[src/rtl/mem_access_unit.sv]
// mem_access_unit: sequences byte/halfword/word loads and stores over a byte-wide req/ack bus
module mem_access_unit #(
    parameter int TIMEOUT_CYCLES = 255
) (
    input  logic        i_clk,
    input  logic        i_rst_n,
    input  logic        i_start,
    input  logic        i_mem_read,
    input  logic        i_mem_write,
    input  logic [1:0]  i_mem_data_size,
    input  logic        i_mem_data_sign,
    input  logic [31:0] i_addr,
    input  logic [31:0] i_wdata,
    output logic [31:0] o_rdata,
    output logic        o_busy,
    output logic        o_done,
    output logic        o_err,
    output logic        o_bus_req,
    output logic        o_bus_we,
    output logic [31:0] o_bus_addr,
    output logic [7:0]  o_bus_wdata,
    input  logic [7:0]  i_bus_rdata,
    input  logic        i_bus_ack
);
    typedef enum logic [1:0] {IDLE, XFER, FIN} state_t;
    state_t r_state, w_state;
    logic [1:0]  r_k, w_k, r_size, w_size, w_last, w_k1;
    logic [7:0]  r_to, w_to, w_to_inc;
    logic        r_sign, w_sign, r_we, w_we, w_bad, w_err;
    logic [31:0] r_addr, w_addr, r_wdata, w_wdata, r_buf, w_buf, w_ext;
    logic [31:0] w_rdata, w_bus_addr;
    logic        w_bus_req, w_bus_we;
    logic [7:0]  w_bus_wdata;
    assign w_bad = (i_mem_read & i_mem_write) | (i_mem_data_size == 2'd0)
                 | (i_mem_data_size == 2'd2 & i_addr[0])
                 | (i_mem_data_size == 2'd3 & |i_addr[1:0]);
    // index of the final byte: size 01 -> 0, 10 -> 1, 11 -> 3
    assign w_last = {&r_size, r_size[1]};
    assign w_k1 = r_k + 2'd1;
    assign w_to_inc = r_to + 8'd1;
    assign w_ext = r_size == 2'd1 ? {{24{r_sign & w_buf[7]}}, w_buf[7:0]} :
                   r_size == 2'd2 ? {{16{r_sign & w_buf[15]}}, w_buf[15:0]} : w_buf;
    always_comb begin
        w_buf = r_buf;
        w_buf[{r_k, 3'b000} +: 8] = i_bus_rdata;
    end
    always_ff @(posedge i_clk) begin
        if (!i_rst_n) begin
            r_state     <= IDLE;
            r_k         <= '0;
            r_to        <= '0;
            r_size      <= '0;
            r_sign      <= 1'b0;
            r_we        <= 1'b0;
            r_addr      <= '0;
            r_wdata     <= '0;
            r_buf       <= '0;
            o_rdata     <= '0;
            o_busy      <= 1'b0;
            o_done      <= 1'b0;
            o_err       <= 1'b0;
            o_bus_req   <= 1'b0;
            o_bus_we    <= 1'b0;
            o_bus_addr  <= '0;
            o_bus_wdata <= '0;
        end else begin
            r_state     <= w_state;
            r_k         <= w_k;
            r_to        <= w_to;
            r_size      <= w_size;
            r_sign      <= w_sign;
            r_we        <= w_we;
            r_addr      <= w_addr;
            r_wdata     <= w_wdata;
            r_buf       <= (r_state == XFER && i_bus_ack) ? w_buf : r_buf;
            o_rdata     <= w_rdata;
            o_busy      <= w_state != IDLE;
            o_done      <= w_state == FIN;
            o_err       <= w_err;
            o_bus_req   <= w_bus_req;
            o_bus_we    <= w_bus_we;
            o_bus_addr  <= w_bus_addr;
            o_bus_wdata <= w_bus_wdata;
        end
    end
    always_comb begin
        w_state     = r_state;
        w_k         = r_k;
        w_to        = r_to;
        w_size      = r_size;
        w_sign      = r_sign;
        w_we        = r_we;
        w_addr      = r_addr;
        w_wdata     = r_wdata;
        w_err       = 1'b0;
        w_rdata     = o_rdata;
        w_bus_req   = o_bus_req;
        w_bus_we    = o_bus_we;
        w_bus_addr  = o_bus_addr;
        w_bus_wdata = o_bus_wdata;
        case (r_state)
            IDLE: if (i_start) begin
                if (w_bad) begin
                    w_state = FIN;
                    w_err   = 1'b1;
                end else if (!i_mem_read && !i_mem_write) begin
                    w_state = FIN;
                end else begin
                    w_state     = XFER;
                    w_k         = '0;
                    w_to        = '0;
                    w_size      = i_mem_data_size;
                    w_sign      = i_mem_data_sign;
                    w_we        = i_mem_write;
                    w_addr      = i_addr;
                    w_wdata     = i_wdata;
                    w_bus_req   = 1'b1;
                    w_bus_we    = i_mem_write;
                    w_bus_addr  = i_addr;
                    w_bus_wdata = i_wdata[7:0];
                end
            end
            XFER: if (i_bus_ack) begin
                if (r_k == w_last) begin
                    w_state   = FIN;
                    w_bus_req = 1'b0;
                    w_rdata   = r_we ? o_rdata : w_ext;
                end else begin
                    w_k         = w_k1;
                    w_to        = '0;
                    w_bus_addr  = r_addr + {30'd0, w_k1};
                    w_bus_wdata = r_wdata[{w_k1, 3'b000} +: 8];
                end
            end else begin
                w_to = w_to_inc;
                if (w_to_inc == 8'(TIMEOUT_CYCLES)) begin
                    w_state   = FIN;
                    w_bus_req = 1'b0;
                    w_err     = 1'b1;
                end
            end
            FIN: w_state = IDLE;
            default: w_state = IDLE;
        endcase
    end
endmodule

[config.mk]
export PLATFORM = sky130hd
export DESIGN_NAME = mem_access_unit
export DESIGN_NICKNAME = d
export VERILOG_FILES = /design/src/rtl/mem_access_unit.sv
export SDC_FILE = /design/constraint.sdc
export NUM_CORES = 1
export LEC_CHECK = 0
export CAP_MARGIN = 10
export CORE_ASPECT_RATIO = 0.7
export CORE_MARGIN = 2
export CORE_UTILIZATION = 55
export DETAILED_ROUTE_END_ITERATION = 8
export PLACE_DENSITY = 0.83
export SKIP_CTS_REPAIR_TIMING = 1
export SYNTH_ARGS = -nofsm -noshare
export SYNTH_HDL_FRONTEND = slang
export SYNTH_SLANG_ARGS = --single-unit
[constraint.sdc]
create_clock -name i_clk -period 5.6 [get_ports i_clk]
set_input_delay 0.56 -clock i_clk [delete_from_list [all_inputs] [get_ports i_clk]]
set_output_delay 0.56 -clock i_clk [all_outputs]
set_load 0.01 [all_outputs]
==> results.md, run 1 <==
- Overall Global Routing Usage: 27.5%
- Fin area: roughly 0.011 mm^2
- # diodes: 0
- CTS Buf Count: 17
- Worst Tran Pin Value: slightly above 1000 ps
- Grt ovf: 0
- Number of global-route vias before repair: approximately 7.2k
- Htree depth: 4
- F_max: 261 MHz
- Crit path time final: ~3800 ps
- ANT nets after route: 0
- Die H: 108 um
- Initial DRC Count: 906
- Mapped Cells: ~1.0k
- Pwr Density: roughly 270 mW/mm^2
- Slew margin rel.: between 30% and 40%
- Slew Viols, Final: 0
- CTS tree: built
- Max-Cap Viols: 0
- Initial antenna violation count: 0
- Hold WS: 452 ps
- Starting density of the core: 55.8%
- Most common cell after layout, fill and taps aside: nand2_1
- #FFs+latches synth: ~190
- Core area: 0.0154 mm^2
- Final Util: 69.9%
- DP Area: between 0.01 and 0.015 mm^2
- Period utilization: ~69%
- TNS Setup: 0 ps
- Clk buf depth: 2
- Worst setup SP type: flop
- Status: complete, no violations
- Number of synthesized flops with an enable pin: 0
- Ys async rst share: 0%
- Critical path capture point type: flop
- Hold Path Class: flop to flop
- Area grow syn2layout: 25.4%
- Global-route wire length before repair: 37100 um
- Top_reg_cell synth: dfxtp_1
- Synth Cell Area: 0.00857 mm^2
- I/O Pins: 158
- Total die area: 0.0166 mm^2
- Layout cell share with drive strength beyond 1: 7.77%
- PortBufs: 157
- Final setup skew: 13.4 ps
- Row cnt: 38
- Via density: 5.98
- Final Hold Vio Count: 0
- Final net count: between 1k and 1.5k
- Top cell type's share of synthesized area: 43.9%
- Crit path required time: 5950 ps
- Critical path fanouts, max: 18
- Area leader, netlist: dfxtp_1
- Yosys warns: 0
- Syn Area/Cell: 8.34 um^2
- Largest net degree at the start of global routing: just over 80
- Synth Net Count: 1118
- Filler Cell Count: 1188
- Commonest cells after routing, fill and taps aside: nand2_1, dfxtp_1, clkdlybuf4s50_1
- Initial DRT Pass Iterations: 7
- CP arrival: 4190 ps
- DP HPWL: 15800 um
- Die width: 153 um
- Clock sink count: between 150 and 200
- Detailed-route via count: 8039
- Synth unique cells: between 60 and 70
- Final GP Congestion: 0.862
- LEAKAGE: around 3.6 nW
- Synth top area cells: dfxtp_1, nand2_1, a21oi_1
- Routed wire length: 23500 um
- Clk_lat worst skew: 430 ps
- Routed wire per std cell: 17.5 um
- Worst IR Drop VDD: 0.000234 V
- Register area share after synthesis: 43.9%
- Unrepaired setup endpoints after global routing: no
- Root Buffer: clkbuf_16
- Final setup viols: 0
- Post-detailed-route DRC marker count: 0
- Clock slew at reported path FFs: around 80 ps
- Crit Path Category: flop to flop
path summary, 6_finish.rpt:
path / from / to / slack (ps) / depth (start not counted)
hold / removal: o_bus_addr[3]$_SDFFE_PN0P_ / o_bus_addr[3]$_SDFFE_PN0P_ / 450 / 2
hold reg to reg: o_bus_addr[3]$_SDFFE_PN0P_ / o_bus_addr[3]$_SDFFE_PN0P_ / 450 / 2
setup reg to reg: r_k[0]$_SDFFE_PN0P_ / o_bus_addr[13]$_SDFFE_PN0P_ / 1760 / 8
setup / recovery: r_k[0]$_SDFFE_PN0P_ / o_bus_addr[13]$_SDFFE_PN0P_ / 1760 / 8
cells in the mapped netlist, types with 6 or more instances:
| master | instances |
|---|---|
| and3_1 | 6 |
| buf_2 | 20 |
| a22oi_1 | 22 |
| nor2b_1 | 37 |
| o21ai_0 | 7 |
| o221a_2 | 14 |
| clkbuf_1 | 52 |
| mux4_2 | 8 |
| nor4_1 | 8 |
| nand3_1 | 34 |
| dfxtp_1 | 188 |
| nand4_1 | 7 |
| buf_1 | 8 |
| inv_1 | 7 |
| a21oi_1 | 124 |
| ha_1 | 9 |
| nor2_1 | 103 |
| a311oi_1 | 11 |
| xor2_1 | 6 |
| o221a_1 | 10 |
| xnor2_1 | 22 |
| a211oi_1 | 25 |
| a211o_1 | 6 |
| nor3_1 | 13 |
| nand2_1 | 191 |
layout make-up:
type                       instances  area, um^2  area share, %
multi-input combinational        751        4480           41.7
sequential                       188        3760           35.0
timing repair buffer             168        1650           15.4
clock buffer                      17         425           3.96
tap                              200         250           2.33
clock inverter                    14         145           1.35
inverter                           7        28.8          0.268
state kept, by name, indices dropped and copies added (netlist names):
register	flops
o_done	1
r_wdata	32
o_bus_wdata	8
o_bus_addr	32
r_k	2
r_buf	32
r_addr	32
o_busy	1
r_we	1
o_err	1
r_size	2
o_rdata	32
r_state	2
o_bus_req	1
r_to	8
r_sign	1
kinds of logic after synthesis:
group	share of synthesized area [%]
multiplexers	2.34
flip-flops	43.9
AND/OR/NAND/NOR	24.2
XOR/XNOR	2.86
AO/OA/AOI/OAI	20.9
buffers and inverters	4.23
adder cells (fa/ha/maj)	1.55
critical path, stage by stage (launching register included):
cell	delay [ps]
dfxtp_1	820
inv_1	270
ha_1	870
ha_1	360
a21oi_1	440
or4_4	330
nor3_1	70
or4_1	460
a21oi_1	130
power by group:
group,switching [mW],internal (mW),total (mW)
combinational,0.159,0.145,0.303
clock,0.579,0.594,1.17
sequential,0.0347,1.38,1.41
stage by stage:
step                      instances  setup WS, ps  power [mW]
final                          1345          1760        2.89
after global routing           1345          1500        2.98
after CTS                      1344          1770        2.89
after detailed placement       1313          1800        1.74
after global placement         1313          1990        1.74
after floorplan                1027          3060        1.59
per-layer routing:
metal	global-route usage, %	routed length [um]
met2	41.1	10100
met5	0	0
met3	5.49	2030
met4	8.33	439
met1	40.2	10900
(Power assumes the default switching activity.)
==> run 2, diff against run 1 <==
CORE_UTILIZATION = 53   (was 55)
PLACE_DENSITY = 0.81   (was 0.83)
clock period = 3.8 ns   (was 5.6 ns; I/O delays follow)
==> results.md, run 2 (synthesized netlist as in run 1, its figures left out) <==
- Slew margin rel.: 34.9% (was 30.9%)
- LEAKAGE: 3.69 nW (was 3.62 nW)
- Initial DRC Count: 693 (was 906)
- Final GP Congestion: 0.899 (was 0.862)
- I/O Pins: 158 (unchanged)
- Worst slack, placed: 989 ps (was 1800 ps)
- Core area: 0.0156 mm^2 (was 0.0154 mm^2)
- Commonest cells after routing, fill and taps aside: nand2_1, dfxtp_1, clkdlybuf4s50_1 (unchanged)
- Crit path time final: 2880 ps (was 3840 ps)
- Clock slew at reported path FFs: 70 ps (was 80 ps)
- DP HPWL: 15800 um (about the same)
- Starting density of the core: 54.8% (was 55.8%)
- Hold path depth: 2 (unchanged)
- Final setup viols: 0 (unchanged)
- R2R cell count: 8 (unchanged)
- TNS Setup: 0 ps (unchanged)
- Total die area: 0.0172 mm^2 (was 0.0166 mm^2)
- CP arrival: 3230 ps (was 4190 ps)
- Final Hold Vio Count: 0 (unchanged)
- Filler Cell Count: 1260 (was 1188)
- Die H: 110 um (was 108 um)
- CTS tree: built (unchanged)
- Pwr Density: 406 mW/mm^2 (was 269 mW/mm^2)
- Worst setup SP type: flop (unchanged)
- Post-detailed-route DRC marker count: 0 (unchanged)
- PortBufs: 157 (unchanged)
- Placed Cells incl. Taps: 1319 (was 1313)
- Final worst setup slack: 916 ps (was 1760 ps)
- Status: complete, no violations (unchanged)
- Clock sink count: 188 (unchanged)
- Period utilization: 75.9% (was 68.5%)
- Final net count: 1230 (was 1224)
- Slew Viols, Final: 0 (unchanged)
- Critical path fanouts, max: 9 (was 18)
- CTS Buf Count: 17 (unchanged)
- Finished Layout Cells: 1352 (was 1345)
- Largest net degree at the start of global routing: 73 (was 82)
- Most common cell after layout, fill and taps aside: nand2_1 (unchanged)
- Area of the multi-input gates: 0.00448 mm^2 (unchanged)
- Via density: 5.86 (was 5.98)
- Initial antenna violation count: 0 (unchanged)
- Grt ovf: 0 (unchanged)
- # diodes: 0 (unchanged)
- Crit path required time: 4150 ps (was 5950 ps)
- Critical path capture point type: flop (unchanged)
- Final setup skew: 14.0 ps (was 13.4 ps)
- Worst IR Drop VDD: 0.000267 V (was 0.000234 V)
- Clk_lat worst skew: 430 ps (about the same)
- ANT nets after route: 0 (unchanged)
- Worst Tran Pin Value: 974 ps (was 1030 ps)
- Initial DRT Pass Iterations: 6 (was 7)
- Die width: 156 um (was 153 um)
- Hold Path Class: flop to flop (unchanged)
- F_max: 347 MHz (was 261 MHz)
- Power, Total: 4.41 mW (was 2.89 mW)
- Number of global-route vias before repair: 7335 (was 7188)
- Root Buffer: clkbuf_16 (unchanged)
- DP Area: 0.0102 mm^2 (about the same)
- Fin area: 0.0109 mm^2 (was 0.0107 mm^2)
- Layout cell share with drive strength beyond 1: 8.33% (was 7.77%)
- Htree depth: 4 (unchanged)
- Overall Global Routing Usage: 27.9% (was 27.5%)
- Max-Cap Viols: 0 (unchanged)
- Unrepaired setup endpoints after global routing: no (unchanged)
- Row cnt: 38 (unchanged)
- Clk buf depth: 2 (unchanged)
- Routed wire per std cell: 17.6 um (was 17.5 um)
- Detailed-route via count: 7927 (was 8039)
- Global-route wire length before repair: 37900 um (was 37100 um)
- Area grow syn2layout: 26.8% (was 25.4%)
- Crit Path Category: flop to flop (unchanged)
- Routed wire length: 23800 um (was 23500 um)
- Reg area: 0.00376 mm^2 (unchanged)
run 2: worst max-delay path, cell delays in order, from the launching register on:
cell,delay (ps)
dfxtp_1,440
inv_1,120
ha_1,470
ha_1,290
a21oi_1,470
or4_4,340
nor3_1,80
or4_1,470
a21oi_1,120
run 2: worst paths after layout:
path	startpoint	to	slack (ps)
max	r_k[1]$_SDFFE_PN0P_	o_bus_addr[13]$_SDFFE_PN0P_	920
min	r_wdata[2]$_SDFFE_PN0P_	r_wdata[2]$_SDFFE_PN0P_	460
max reg2reg	r_k[1]$_SDFFE_PN0P_	o_bus_addr[13]$_SDFFE_PN0P_	920
min reg2reg	r_wdata[2]$_SDFFE_PN0P_	r_wdata[2]$_SDFFE_PN0P_	460
run 2: per-stage QoR:
stage                     hold slack [ps]  util (%)
after floorplan                       433         -
after global placement                439      65.4
after detailed placement              446      65.4
after CTS                             455      69.4
after global routing                  472      69.5
final                                 455      69.5
run 2: metal layers:
layer,up-vias,global-route usage [%],routed length [um]
li1,3849,-,-
met1,3697,41.3,11100
met2,350,41.7,10300
met3,31,4.93,2050
met4,0,7.93,333
met5,-,0,0
run 2: report_power, final:
part	total [mW]	switching, mW	internal [mW]
Combinational	0.455	0.235	0.220
Sequential	2.08	0.0501	2.03
Clock	1.87	0.823	1.05
Total	4.41	1.11	3.30
run 2: final cells by class:
class                   instances  area share (%)
multi-input cells             751            41.2
flip-flops and latches        188            34.6
repair buffers                174            15.9
clock buffers                  20            4.30
well taps                     200            2.30
clock inverters                12            1.42
inverters                       7           0.265
